$ cat config.mk
export PLATFORM = sky130hd
export DESIGN_NAME = mem_arbiter
export DESIGN_NICKNAME = d
export VERILOG_FILES = /design/src/rtl/mem_arbiter.sv
export SDC_FILE = /design/constraint.sdc
export NUM_CORES = 1
export LEC_CHECK = 0
export BUFFER_PORTS_ARGS = -buffer_cell sky130_fd_sc_hd__buf_2
export CAP_MARGIN = 20
export CORE_UTILIZATION = 25
export DETAILED_ROUTE_END_ITERATION = 10
export SYNTH_ARGS = -nofsm -noshare
export SYNTH_HDL_FRONTEND = slang
export SYNTH_SLANG_ARGS = --single-unit
$ cat constraint.sdc
create_clock -name clk -period 8.5 [get_ports clk]
set_input_delay 1.7 -clock clk [delete_from_list [all_inputs] [get_ports clk]]
set_output_delay 1.7 -clock clk [all_outputs]
set_load 0.005 [all_outputs]
$ cat src/rtl/mem_arbiter.sv
// Multi-port arbiter in front of two asynchronous SRAM banks (BaseRAM, ExtRAM).
// Grants one request at a time, runs a fixed-length SRAM access and returns a single-cycle response.
module mem_arbiter #(
  parameter int          NPORT    = 2,
  parameter int          DATA_W   = 32,
  parameter int          BANK_AW  = 20,
  parameter int          WAIT_CYC = 2,
  parameter int          ARB_MODE = 0,
  parameter logic [31:0] BASE_LO  = 32'h8000_0000,
  parameter logic [31:0] EXT_LO   = 32'h8040_0000
) (
  input  logic                      clk,
  input  logic                      reset,

  input  logic [NPORT-1:0]          req_valid,
  input  logic [NPORT-1:0]          req_we,
  input  logic [NPORT*DATA_W/8-1:0] req_be,
  input  logic [NPORT*32-1:0]       req_addr,
  input  logic [NPORT*DATA_W-1:0]   req_wdata,
  output logic [NPORT-1:0]          req_ready,

  output logic [NPORT-1:0]          rsp_valid,
  output logic [NPORT*DATA_W-1:0]   rsp_rdata,
  output logic [NPORT-1:0]          rsp_err,

  output logic                      base_ram_ce_n,
  output logic                      base_ram_oe_n,
  output logic                      base_ram_we_n,
  output logic [DATA_W/8-1:0]       base_ram_be_n,
  output logic [BANK_AW-1:0]        base_ram_addr,
  output logic [DATA_W-1:0]         base_ram_wdata,
  output logic                      base_ram_wdata_oe,
  input  logic [DATA_W-1:0]         base_ram_rdata,

  output logic                      ext_ram_ce_n,
  output logic                      ext_ram_oe_n,
  output logic                      ext_ram_we_n,
  output logic [DATA_W/8-1:0]       ext_ram_be_n,
  output logic [BANK_AW-1:0]        ext_ram_addr,
  output logic [DATA_W-1:0]         ext_ram_wdata,
  output logic                      ext_ram_wdata_oe,
  input  logic [DATA_W-1:0]         ext_ram_rdata
);

  localparam int          BE_W      = DATA_W / 8;
  localparam int          PW        = (NPORT > 1) ? $clog2(NPORT) : 1;
  localparam int          SH        = $clog2(BE_W);
  localparam logic [63:0] BANK_SIZE = 64'd1 << (BANK_AW + SH);

  typedef enum logic [1:0] {IDLE = 2'd0, ACCESS = 2'd1, RESP = 2'd2} state_t;

  state_t              state, state_next;
  logic [3:0]          cnt;
  logic [PW-1:0]       last_grant, grant;
  logic                accept;

  logic [31:0]         sel_addr;
  logic [DATA_W-1:0]   sel_wdata;
  logic [BE_W-1:0]     sel_be;
  logic                sel_we;
  logic                sel_hit_base, sel_hit_ext;
  logic [BANK_AW-1:0]  sel_word;

  logic [PW-1:0]       lat_port;
  logic                lat_we, lat_err, lat_ext;
  logic [BE_W-1:0]     lat_be;
  logic [DATA_W-1:0]   rdata_q;
  logic [BANK_AW-1:0]  base_addr_q, ext_addr_q;
  logic [DATA_W-1:0]   base_wdata_q, ext_wdata_q;
  logic                base_sel, ext_sel;

  function automatic logic [PW-1:0] rr_index(input logic [PW-1:0] last, input int offs);
    int v;
    v = (int'(last) + 1 + offs) % NPORT;
    return PW'(v);
  endfunction

  // Fixed mode: the last hit in an ascending scan is the highest index.
  // Round-robin: scanning from farthest to nearest leaves the nearest valid port after last_grant.
  always_comb begin
    grant = '0;
    if (ARB_MODE == 0) begin
      for (int i = 0; i < NPORT; i++)
        if (req_valid[i]) grant = PW'(i);
    end else begin
      for (int i = NPORT - 1; i >= 0; i--)
        if (req_valid[rr_index(last_grant, i)]) grant = rr_index(last_grant, i);
    end
  end

  // Handshake: a request transfers on a clock edge where req_valid[p] and req_ready[p] are both 1.
  // req_ready is combinational, only ever one-hot in IDLE, and the payload is latched on that edge.
  assign accept = (state == IDLE) && !reset && (|req_valid);

  always_comb begin
    req_ready = '0;
    if (accept) req_ready[grant] = 1'b1;
  end

  assign sel_addr  = req_addr[32*int'(grant) +: 32];
  assign sel_wdata = req_wdata[DATA_W*int'(grant) +: DATA_W];
  assign sel_be    = req_be[BE_W*int'(grant) +: BE_W];
  assign sel_we    = req_we[grant];

  // 64-bit compare keeps the upper bound correct when a bank ends at the top of the 32-bit space.
  assign sel_hit_base = ({32'd0, sel_addr} >= {32'd0, BASE_LO}) &&
                        (({32'd0, sel_addr} - {32'd0, BASE_LO}) < BANK_SIZE);
  assign sel_hit_ext  = ({32'd0, sel_addr} >= {32'd0, EXT_LO}) &&
                        (({32'd0, sel_addr} - {32'd0, EXT_LO}) < BANK_SIZE);
  assign sel_word     = sel_hit_base ? BANK_AW'((sel_addr - BASE_LO) >> SH)
                                     : BANK_AW'((sel_addr - EXT_LO) >> SH);

  always_ff @(posedge clk or posedge reset) begin
    if (reset) state <= IDLE;
    else       state <= state_next;
  end

  always_comb begin
    state_next = state;
    case (state)
      IDLE:    if (accept) state_next = (sel_hit_base || sel_hit_ext) ? ACCESS : RESP;
      ACCESS:  if (cnt == 4'd0) state_next = RESP;
      RESP:    state_next = IDLE;
      default: state_next = IDLE;
    endcase
  end

  always_ff @(posedge clk or posedge reset) begin
    if (reset) begin
      cnt          <= 4'd0;
      last_grant   <= PW'(NPORT - 1);
      lat_port     <= '0;
      lat_we       <= 1'b0;
      lat_err      <= 1'b0;
      lat_ext      <= 1'b0;
      lat_be       <= '0;
      rdata_q      <= '0;
      base_addr_q  <= '0;
      ext_addr_q   <= '0;
      base_wdata_q <= '0;
      ext_wdata_q  <= '0;
    end else if (accept) begin
      last_grant <= grant;
      lat_port   <= grant;
      lat_we     <= sel_we;
      lat_be     <= sel_be;
      lat_err    <= !(sel_hit_base || sel_hit_ext);
      lat_ext    <= !sel_hit_base && sel_hit_ext;
      rdata_q    <= '0;
      cnt        <= 4'(WAIT_CYC - 1);
      if (sel_hit_base) begin
        base_addr_q <= sel_word;
        if (sel_we) base_wdata_q <= sel_wdata;
      end else if (sel_hit_ext) begin
        ext_addr_q <= sel_word;
        if (sel_we) ext_wdata_q <= sel_wdata;
      end
    end else if (state == ACCESS) begin
      if (cnt == 4'd0) begin
        if (!lat_we) rdata_q <= lat_ext ? ext_ram_rdata : base_ram_rdata;
      end else begin
        cnt <= cnt - 4'd1;
      end
    end
  end

  // Decode errors never enter ACCESS, so neither bank is strobed for them.
  assign base_sel = (state == ACCESS) && !lat_ext;
  assign ext_sel  = (state == ACCESS) && lat_ext;

  assign base_ram_ce_n     = !base_sel;
  assign base_ram_oe_n     = !(base_sel && !lat_we);
  assign base_ram_we_n     = !(base_sel && lat_we);
  assign base_ram_be_n     = base_sel ? ~lat_be : {BE_W{1'b1}};
  assign base_ram_wdata_oe = base_sel && lat_we;
  assign base_ram_addr     = base_addr_q;
  assign base_ram_wdata    = base_wdata_q;

  assign ext_ram_ce_n      = !ext_sel;
  assign ext_ram_oe_n      = !(ext_sel && !lat_we);
  assign ext_ram_we_n      = !(ext_sel && lat_we);
  assign ext_ram_be_n      = ext_sel ? ~lat_be : {BE_W{1'b1}};
  assign ext_ram_wdata_oe  = ext_sel && lat_we;
  assign ext_ram_addr      = ext_addr_q;
  assign ext_ram_wdata     = ext_wdata_q;

  always_comb begin
    rsp_valid = '0;
    rsp_rdata = '0;
    rsp_err   = '0;
    if (state == RESP) begin
      rsp_valid[lat_port]                           = 1'b1;
      rsp_rdata[DATA_W*int'(lat_port) +: DATA_W]    = rdata_q;
      rsp_err[lat_port]                             = lat_err;
    end
  end

endmodule
==> flow_summary.ini, run 1 <==
[place]
portBuffers = 391
gp_congestion = 0.768
place_hpwl_um = 16400
placement.setup.worst_slack_ps = 3290
post_dp_cell_area_sq_mm = 0.00967
dpl.cell_count = 1314

[clocking]
cts_root_buffer = sky130_fd_sc_hd__clkbuf_16
clk_path_buf_depth = 2
htree_num_levels = 4
post_cts_hold_buffer_count = 0
numClockSinks = 150
post-cts-setup-buffers = 0
clk_pin_slew_ps = 60
clkLatencyLatePin_ps = 420
cts_tree = yes
postCtsResizedCells = 0
cts_buffers = 17

[setup_path]
sort_of_element_at_the_end_of_the_critical_path = flop
endpoint = ext_ram_wdata[12]$_DFFE_PP0P_
cell_class_contributing_the_biggest_share_of_worst_path_delay = buffers and inverters
crit_path_max_incr_delay_ps = 690
path_max_fanout = 45
worstPathRequired_ps = 8800
cp-startpoint = req_valid[1]
timing.setup.critical_path_class = in -> reg
crit_path_top_delay_cell = sky130_fd_sc_hd__or4_1
endpoint_of_the_worst_slack_reg_to_reg_timing_path = ext_ram_wdata[12]$_DFFE_PP0P_
timing.reg2reg.worst_path_depth = 4
cpMostUsedCell = sky130_fd_sc_hd__buf_4
crit_buf_inv = 3
worstSetupStartpointType = input port
cp_data_arrival_time_ps = 4910
slack_of_the_worst_reg_to_reg_path_ps = 5940
r2r-start = state[1]$_DFFE_PP0P_
timing.critical_path.cells = buf_4 -> buf_4 -> nand3b_1 -> or4_1 -> a2111oi_4 -> buf_4 -> mux2_2
critical_path_cell_count = 7

[synth]
synth.largest_area_cell = sky130_fd_sc_hd__dfrtp_1
mappedNetlistArea_sq_mm = 0.00730
ys.flop_type = sky130_fd_sc_hd__dfrtp_1
most_frequent_cell_after_synthesis = sky130_fd_sc_hd__mux2_2
synth_cells = 568
synth_edf_count = 0
seq_area_frac_synth_pct = 51.4
synth_nets = 775
synth.top_cell.area_share_pct = 51.4
synthesis.yosys.warnings = 0
yosys_register_bits = 150
synthTopCellsByArea = sky130_fd_sc_hd__dfrtp_1, sky130_fd_sc_hd__mux2_2, sky130_fd_sc_hd__and2_1
synth_async_sr_flop_share_pct = 100
synth_area_per_cell_sq_um = 12.9
synth.cells.most_frequent = sky130_fd_sc_hd__mux2_2, sky130_fd_sc_hd__dfrtp_1, sky130_fd_sc_hd__and2_1, sky130_fd_sc_hd__mux2i_1, sky130_fd_sc_hd__o2bb2ai_1
count_of_unique_library_cells_instantiated_by_yosys = 39

[detailed_routing]
drt_first_pass_iters = 4
via_density_per_instance = 4.37
num_vias = 5887
drcViolationCount = 0
route.detailed.wl_per_inst_um = 16.2
detail-route-antenna-nets = 0
dr.first_iter.drc_count = 125
drt-total-wl_um = 21800

[timing]
final_period_minus_worst_setup_slack_ps = 4620
final_critical_path_setup_slack_ps = 3880
max_clock_freq_ghz = 0.217
final.setup.tns_ps = 0
finalSetupViolations = 0
setup_repair_after_global_routing_missed_its_margin = false
worstMarginPinSlew_ps = 865
min_period_over_period_pct = 54.3
relSlewSlack_pct = 42.1
timing.clock.skew_ps = 13.0
slew_violations = 0
final-hold-violation-count = 0

[cells_and_area]
layout_cell_share_with_drive_strength_beyond_1_pct = 61.7
layout_overhead_on_the_synthesized_area_pct = 40.8
post-route-cell-area_sq_mm = 0.0103
stdcell_count = 1347
antenna_cells_inserted = 0
nNetsFinal = 1157

[grt]
grt_max_degree = 86
grt_first_pass_wirelength_um = 34600
gr-usage-all-layers_pct = 14.9
first_global_vias = 6118
initial_antenna_violation_count = 0
overflow = 0

[outcome]
status = completed

[die]
floorplan.die.width_um = 173
fp-row-count = 62
design.portCount = 396
fp.dieArea_sq_mm = 0.0299
initial_utilization_pct = 25.4
coreArea_sq_mm = 0.0287
dieHeight_um = 173

[flow_run]
maxCapViolCount = 0

[power_and_ir_drop]
cellPowerDensity_mw_per_mm2 = 159
power.leakage_nw = 5.51
vdd_drop_max_uv = 95.2
p_total_w = 0.00163

[min_path]
hold_path.class = reg -> reg
## logic make-up after synthesis
group	share of synthesized area [%]
and+or+nand+nor	9.27
muxes	29.4
AOI/OAI and AO/OA	6.08
adders and majority gates	0.171
DFF	51.4
buffers and inverters	3.29
xor gates and xnor gates	0.360
## metal layers
metal	vias to the layer above	track usage [%]	part of all wire, %
met2	271	25.4	49
met4	0	4.98	2.1
met3	24	4.00	6.6
li1	2778	-	-
met1	2814	18.1	42
met5	-	0	0
## placed cells by master (no fill, tap or decap), types with 3 or more instances in the layout
master                       synthesis  final
sky130_fd_sc_hd__buf_2               3    390
sky130_fd_sc_hd__mux2_2            153    153
sky130_fd_sc_hd__dfrtp_1           150    149
sky130_fd_sc_hd__and2_1             68     69
sky130_fd_sc_hd__mux2i_1            38     38
sky130_fd_sc_hd__o2bb2ai_1          32     32
sky130_fd_sc_hd__nand2_1            19     19
sky130_fd_sc_hd__clkbuf_16           0     17
sky130_fd_sc_hd__buf_4               2     11
sky130_fd_sc_hd__nor2_1              9      9
sky130_fd_sc_hd__inv_1               9      8
sky130_fd_sc_hd__o21ai_0             6      6
sky130_fd_sc_hd__mux2_1              4      4
sky130_fd_sc_hd__inv_6               0      4
sky130_fd_sc_hd__clkinvlp_4          0      4
sky130_fd_sc_hd__or3_1               3      3
sky130_fd_sc_hd__nor3_1              3      3
sky130_fd_sc_hd__nand3_1             3      3
sky130_fd_sc_hd__a21o_1              3      3
sky130_fd_sc_hd__inv_8               0      3
## power by group
| group | switching [W] | internal (W) | leakage [nW] |
|---|---|---|---|
| clock network | 0.000333 | 0.000421 | 0.273 |
| registers | 0.0000110 | 0.000723 | 2.07 |
| logic | 0.0000739 | 0.0000710 | 3.16 |
## state kept, by name (all words and copies together) (netlist names)
| register | flops |
|---|---|
| ext_ram_addr | 20 |
| ext_ram_wdata | 32 |
| lat_we | 1 |
| base_ram_wdata | 32 |
| lat_err | 1 |
| rdata_q | 32 |
| state | 2 |
| base_ram_addr | 20 |
| lat_ext | 1 |
| cnt | 4 |
| lat_port | 1 |
| lat_be | 4 |
## how the worst min path moves through the flow
| stage | from | to | slack [ps] | depth (start not counted) |
|---|---|---|---|---|
| after floorplan | lat_err$_DFFE_PP0P_ | lat_err$_DFFE_PP0P_ | 460 | 2 |
| after global placement | ext_ram_wdata[0]$_DFFE_PP0P_ | ext_ram_wdata[0]$_DFFE_PP0P_ | 470 | 1 |
| after detailed placement | ext_ram_wdata[0]$_DFFE_PP0P_ | ext_ram_wdata[0]$_DFFE_PP0P_ | 470 | 1 |
| after CTS | ext_ram_wdata[0]$_DFFE_PP0P_ | ext_ram_wdata[0]$_DFFE_PP0P_ | 490 | 1 |
| after global routing | ext_ram_wdata[1]$_DFFE_PP0P_ | ext_ram_wdata[1]$_DFFE_PP0P_ | 510 | 1 |
| final | ext_ram_wdata[0]$_DFFE_PP0P_ | ext_ram_wdata[0]$_DFFE_PP0P_ | 480 | 1 |
## through the flow
step                utilization [%]  hold slack, ps
floorplan                         -             455
global placement               33.6             465
detailed placement             33.7             474
CTS                            35.7             488
global route                   35.8             511
finish                         35.8             484
## area by class of cell
cell class	instances	area [sq um]
Inverter	9	38.8
Multi-Input combinational cell	369	3340
Sequential cell	150	3750
Clock buffer	19	443
Tap cell	384	480
Clock inverter	13	138
Timing Repair Buffer	403	2090
Fill cell	2878	18400
(Power assumes the default switching activity.)
==> inputs of run 2 (changes only) <==
--- a/config.mk
+++ b/config.mk
@@ -5,6 +5,7 @@
 export SDC_FILE = /design/constraint.sdc
 export NUM_CORES = 1
 export LEC_CHECK = 0
+export ABC_AREA = 1
 export BUFFER_PORTS_ARGS = -buffer_cell sky130_fd_sc_hd__buf_2
 export CAP_MARGIN = 20
 export CORE_UTILIZATION = 25
==> constraint.sdc (replaced) <==
create_clock -name clk -period 4.7 [get_ports clk]
set_input_delay 0.94 -clock clk [delete_from_list [all_inputs] [get_ports clk]]
set_output_delay 0.94 -clock clk [all_outputs]
set_load 0.005 [all_outputs]
==> run 2 against run 1 <==
First-iteration DRC count rose to 3.6 times the previous value. Sequential power rose by 80%. Sequential cell count did not move.
==> flow_summary.ini, run 2 <==
[power_and_ir_drop]
cellPowerDensity_mw_per_mm2 = 292
power.combinational.fraction_pct = 11.0
power.leakage_nw = 6.27
power.clock.fraction_pct = 46.2
pwr-share-seq_pct = 42.8
power.net_switching_w = 0.000835
internal-power_w = 0.00225
vdd_drop_max_uv = 198
p_total_w = 0.00308
switching_share_of_power_pct = 27.1

[clocking]
postCtsResizedCells = 0
numClockSinks = 150
post-cts-setup-buffers = 0
cts_buffers = 17
clk_pin_slew_ps = 60
cts_root_buffer = sky130_fd_sc_hd__clkbuf_16
post_cts_hold_buffer_count = 0
clkLatencyLatePin_ps = 420
clk_path_buf_depth = 2
htree_num_levels = 4
cts_tree = yes

[die]
dieHeight_um = 178
floorplan.die.width_um = 178
initial_utilization_pct = 25.3
fp.dieArea_sq_mm = 0.0316
fp-row-count = 64
design.portCount = 396
coreArea_sq_mm = 0.0305

[synth]
synth.largest_area_cell = sky130_fd_sc_hd__dfrtp_1
count_of_unique_library_cells_instantiated_by_yosys = 27
synth_area_per_cell_sq_um = 7.30
synth_edf_count = 0
synth_nets = 1266
synth-simple-area-share_pct = 37.5
synth-compound-area-share_pct = 5.76
ys.flop_type = sky130_fd_sc_hd__dfrtp_1
seq_area_frac_synth_pct = 48.6
synth.area.mux_share_pct = 0
synth.cells.most_frequent = sky130_fd_sc_hd__nand2_1, sky130_fd_sc_hd__dfrtp_1, sky130_fd_sc_hd__nor2_1, sky130_fd_sc_hd__inv_1, sky130_fd_sc_hd__nand3_1
combinational_family_with_the_most_area_after_synthesis = simple AND/OR/NAND/NOR gates
synth_cells = 1059
yosys.area_share.xor_xnor_pct = 0
synth_async_sr_flop_share_pct = 100
synthesis.yosys.warnings = 0
synth.top_cell.area_share_pct = 48.6
yosys.area_share.adder_pct = 0.162
synthTopCellsByArea = sky130_fd_sc_hd__dfrtp_1, sky130_fd_sc_hd__nand2_1, sky130_fd_sc_hd__nor2_1
most_frequent_cell_after_synthesis = sky130_fd_sc_hd__nand2_1
yosys_register_bits = 150
mappedNetlistArea_sq_mm = 0.00773

[grt]
initial_antenna_violation_count = 0
gr-usage-all-layers_pct = 17.1
grt_max_degree = 92
grt_first_pass_wirelength_um = 41800
first_global_vias = 7575
overflow = 0

[setup_path]
timing.critical_path.cells = buf_2 -> nor2_1 -> nor3_4 -> nand2_1 -> inv_1 -> buf_2
path_max_fanout = 16
crit_buf_inv = 3
crit_path_top_delay_cell = sky130_fd_sc_hd__nor3_4
crit_path_max_incr_delay_ps = 520
timing.setup.critical_path_class = in -> out
cpMostUsedCell = sky130_fd_sc_hd__buf_2
worstPathRequired_ps = 3760
worstSetupStartpointType = input port
cell_class_contributing_the_biggest_share_of_worst_path_delay = simple AND/OR/NAND/NOR gates
cp_data_arrival_time_ps = 2540
sort_of_element_at_the_end_of_the_critical_path = primary output

[detailed_routing]
drt-total-wl_um = 27900
detail-route-antenna-nets = 0
drt_first_pass_iters = 7
dr.first_iter.drc_count = 455
via_density_per_instance = 4.54
num_vias = 8276
route.detailed.wl_per_inst_um = 15.3
drcViolationCount = 0

[timing]
final-hold-violation-count = 0
slew_violations = 0
min_period_over_period_pct = 74.1
final.setup.tns_ps = 0
worstMarginPinSlew_ps = 1080
finalSetupViolations = 0
final_period_minus_worst_setup_slack_ps = 3480
max_clock_freq_ghz = 0.287
relSlewSlack_pct = 28.0
setup_repair_after_global_routing_missed_its_margin = false
timing.clock.skew_ps = 14.4

[cells_and_area]
post-route-cell-area_sq_mm = 0.0106
antenna_cells_inserted = 0
nNetsFinal = 1620
layout_cell_share_with_drive_strength_beyond_1_pct = 31.8
top_library_cells_by_usage_in_the_layout_fill_and_taps_aside = sky130_fd_sc_hd__nand2_1, sky130_fd_sc_hd__buf_2, sky130_fd_sc_hd__dfrtp_1, sky130_fd_sc_hd__nor2_1, sky130_fd_sc_hd__inv_1
layout_overhead_on_the_synthesized_area_pct = 36.9
layout.cells.most_common = sky130_fd_sc_hd__nand2_1

[place]
place_hpwl_um = 20300
post_dp_cell_area_sq_mm = 0.00998
portBuffers = 391
gp_congestion = 0.814

[outcome]
status = completed

[min_path]
hold_path.class = reg -> reg

[flow_run]
maxCapViolCount = 0
==> run 2: cell count changes in the layout (fill, tap and decap cells not counted), moves of 4 or more <==
cell                        delta
sky130_fd_sc_hd__mux2i_1      -38
sky130_fd_sc_hd__mux2_2      -153
sky130_fd_sc_hd__mux2_1        -4
sky130_fd_sc_hd__nand2_1     +419
sky130_fd_sc_hd__and2_1       -69
sky130_fd_sc_hd__nand2_2       +4
sky130_fd_sc_hd__nor2_1      +140
sky130_fd_sc_hd__o2bb2ai_1    -32
sky130_fd_sc_hd__o21ai_0      +23
sky130_fd_sc_hd__inv_1        +59
sky130_fd_sc_hd__nand4_1      +32
sky130_fd_sc_hd__o32ai_1      +31
sky130_fd_sc_hd__nand3_1      +63
==> run 2: cell type report <==
cell class                 count  area, sq um
fill                        3307        19900
sequential                   150         3750
multi-input combinational    768         3360
timing repair buffer         405         2090
tap                          396          495
clock buffer                  20          457
inverter                      71          273
clock inverter                12          141
==> run 2: power by group through the flow <==
stage	logic [W]	registers [W]	clock network [W]
2_1_floorplan	0.000184	0.00134	0
3_3_place_gp	0.000341	0.00134	0
3_5_place_dp	0.000345	0.00135	0
4_1_cts	0.000346	0.00132	0.00146
5_1_grt	0.000383	0.00132	0.00151
6_report	0.000339	0.00132	0.00142
==> run 2: cells by family after synthesis <==
logic type / Yosys count
flops: 150
fa+ha+maj: 1
compound gates: 65
buf+inv: 141
simple gates: 702
==> run 2: worst paths after layout <==
kind / slack [ps] / startpoint / cells past startpoint / end
setup / recovery: 1220 / req_valid[1] / 6 / req_ready[1]
hold / removal: 460 / ext_ram_addr[2]$_DFFE_PP0P_ / 2 / ext_ram_addr[2]$_DFFE_PP0P_
setup reg to reg: 1780 / state[0]$_DFFE_PP0P_ / 8 / base_ram_wdata[19]$_DFFE_PP0P_
hold reg to reg: 460 / ext_ram_addr[2]$_DFFE_PP0P_ / 2 / ext_ram_addr[2]$_DFFE_PP0P_
max in group asynchronous: 3350 / reset / 3 / base_ram_wdata[19]$_DFFE_PP0P_
min in group asynchronous: 640 / reset / 3 / lat_ext$_DFFE_PP0P_
==> run 2: tightest hold or removal path: stages (launching register included) <==
cell and delay (ps):
sky130_fd_sc_hd__dfrtp_1 330, sky130_fd_sc_hd__nand2_1 50, sky130_fd_sc_hd__nand2_1 50
==> run 2: metrics by stage <==
| step | setup slack [ps] | utilization, % | std cells | hold WS, ps |
|---|---|---|---|---|
| CTS | 1140 | 34.7 | 1822 | 468 |
| global placement | 732 | 32.6 | 1789 | 449 |
| global route | 875 | 34.7 | 1822 | 484 |
| detailed placement | 690 | 32.7 | 1790 | 453 |
| finish | 1220 | 34.7 | 1822 | 462 |
| floorplan | 1870 | - | 1059 | 464 |
==> run 2: layer usage <==
metal / vias to the layer above / routed length [um] / GRT usage, %
li1: 4053 / - / -
met1: 3879 / 12400 / 21.8
met2: 320 / 13400 / 29.2
met3: 24 / 1680 / 3.43
met4: 0 / 417 / 4.67
met5: - / 0 / 0
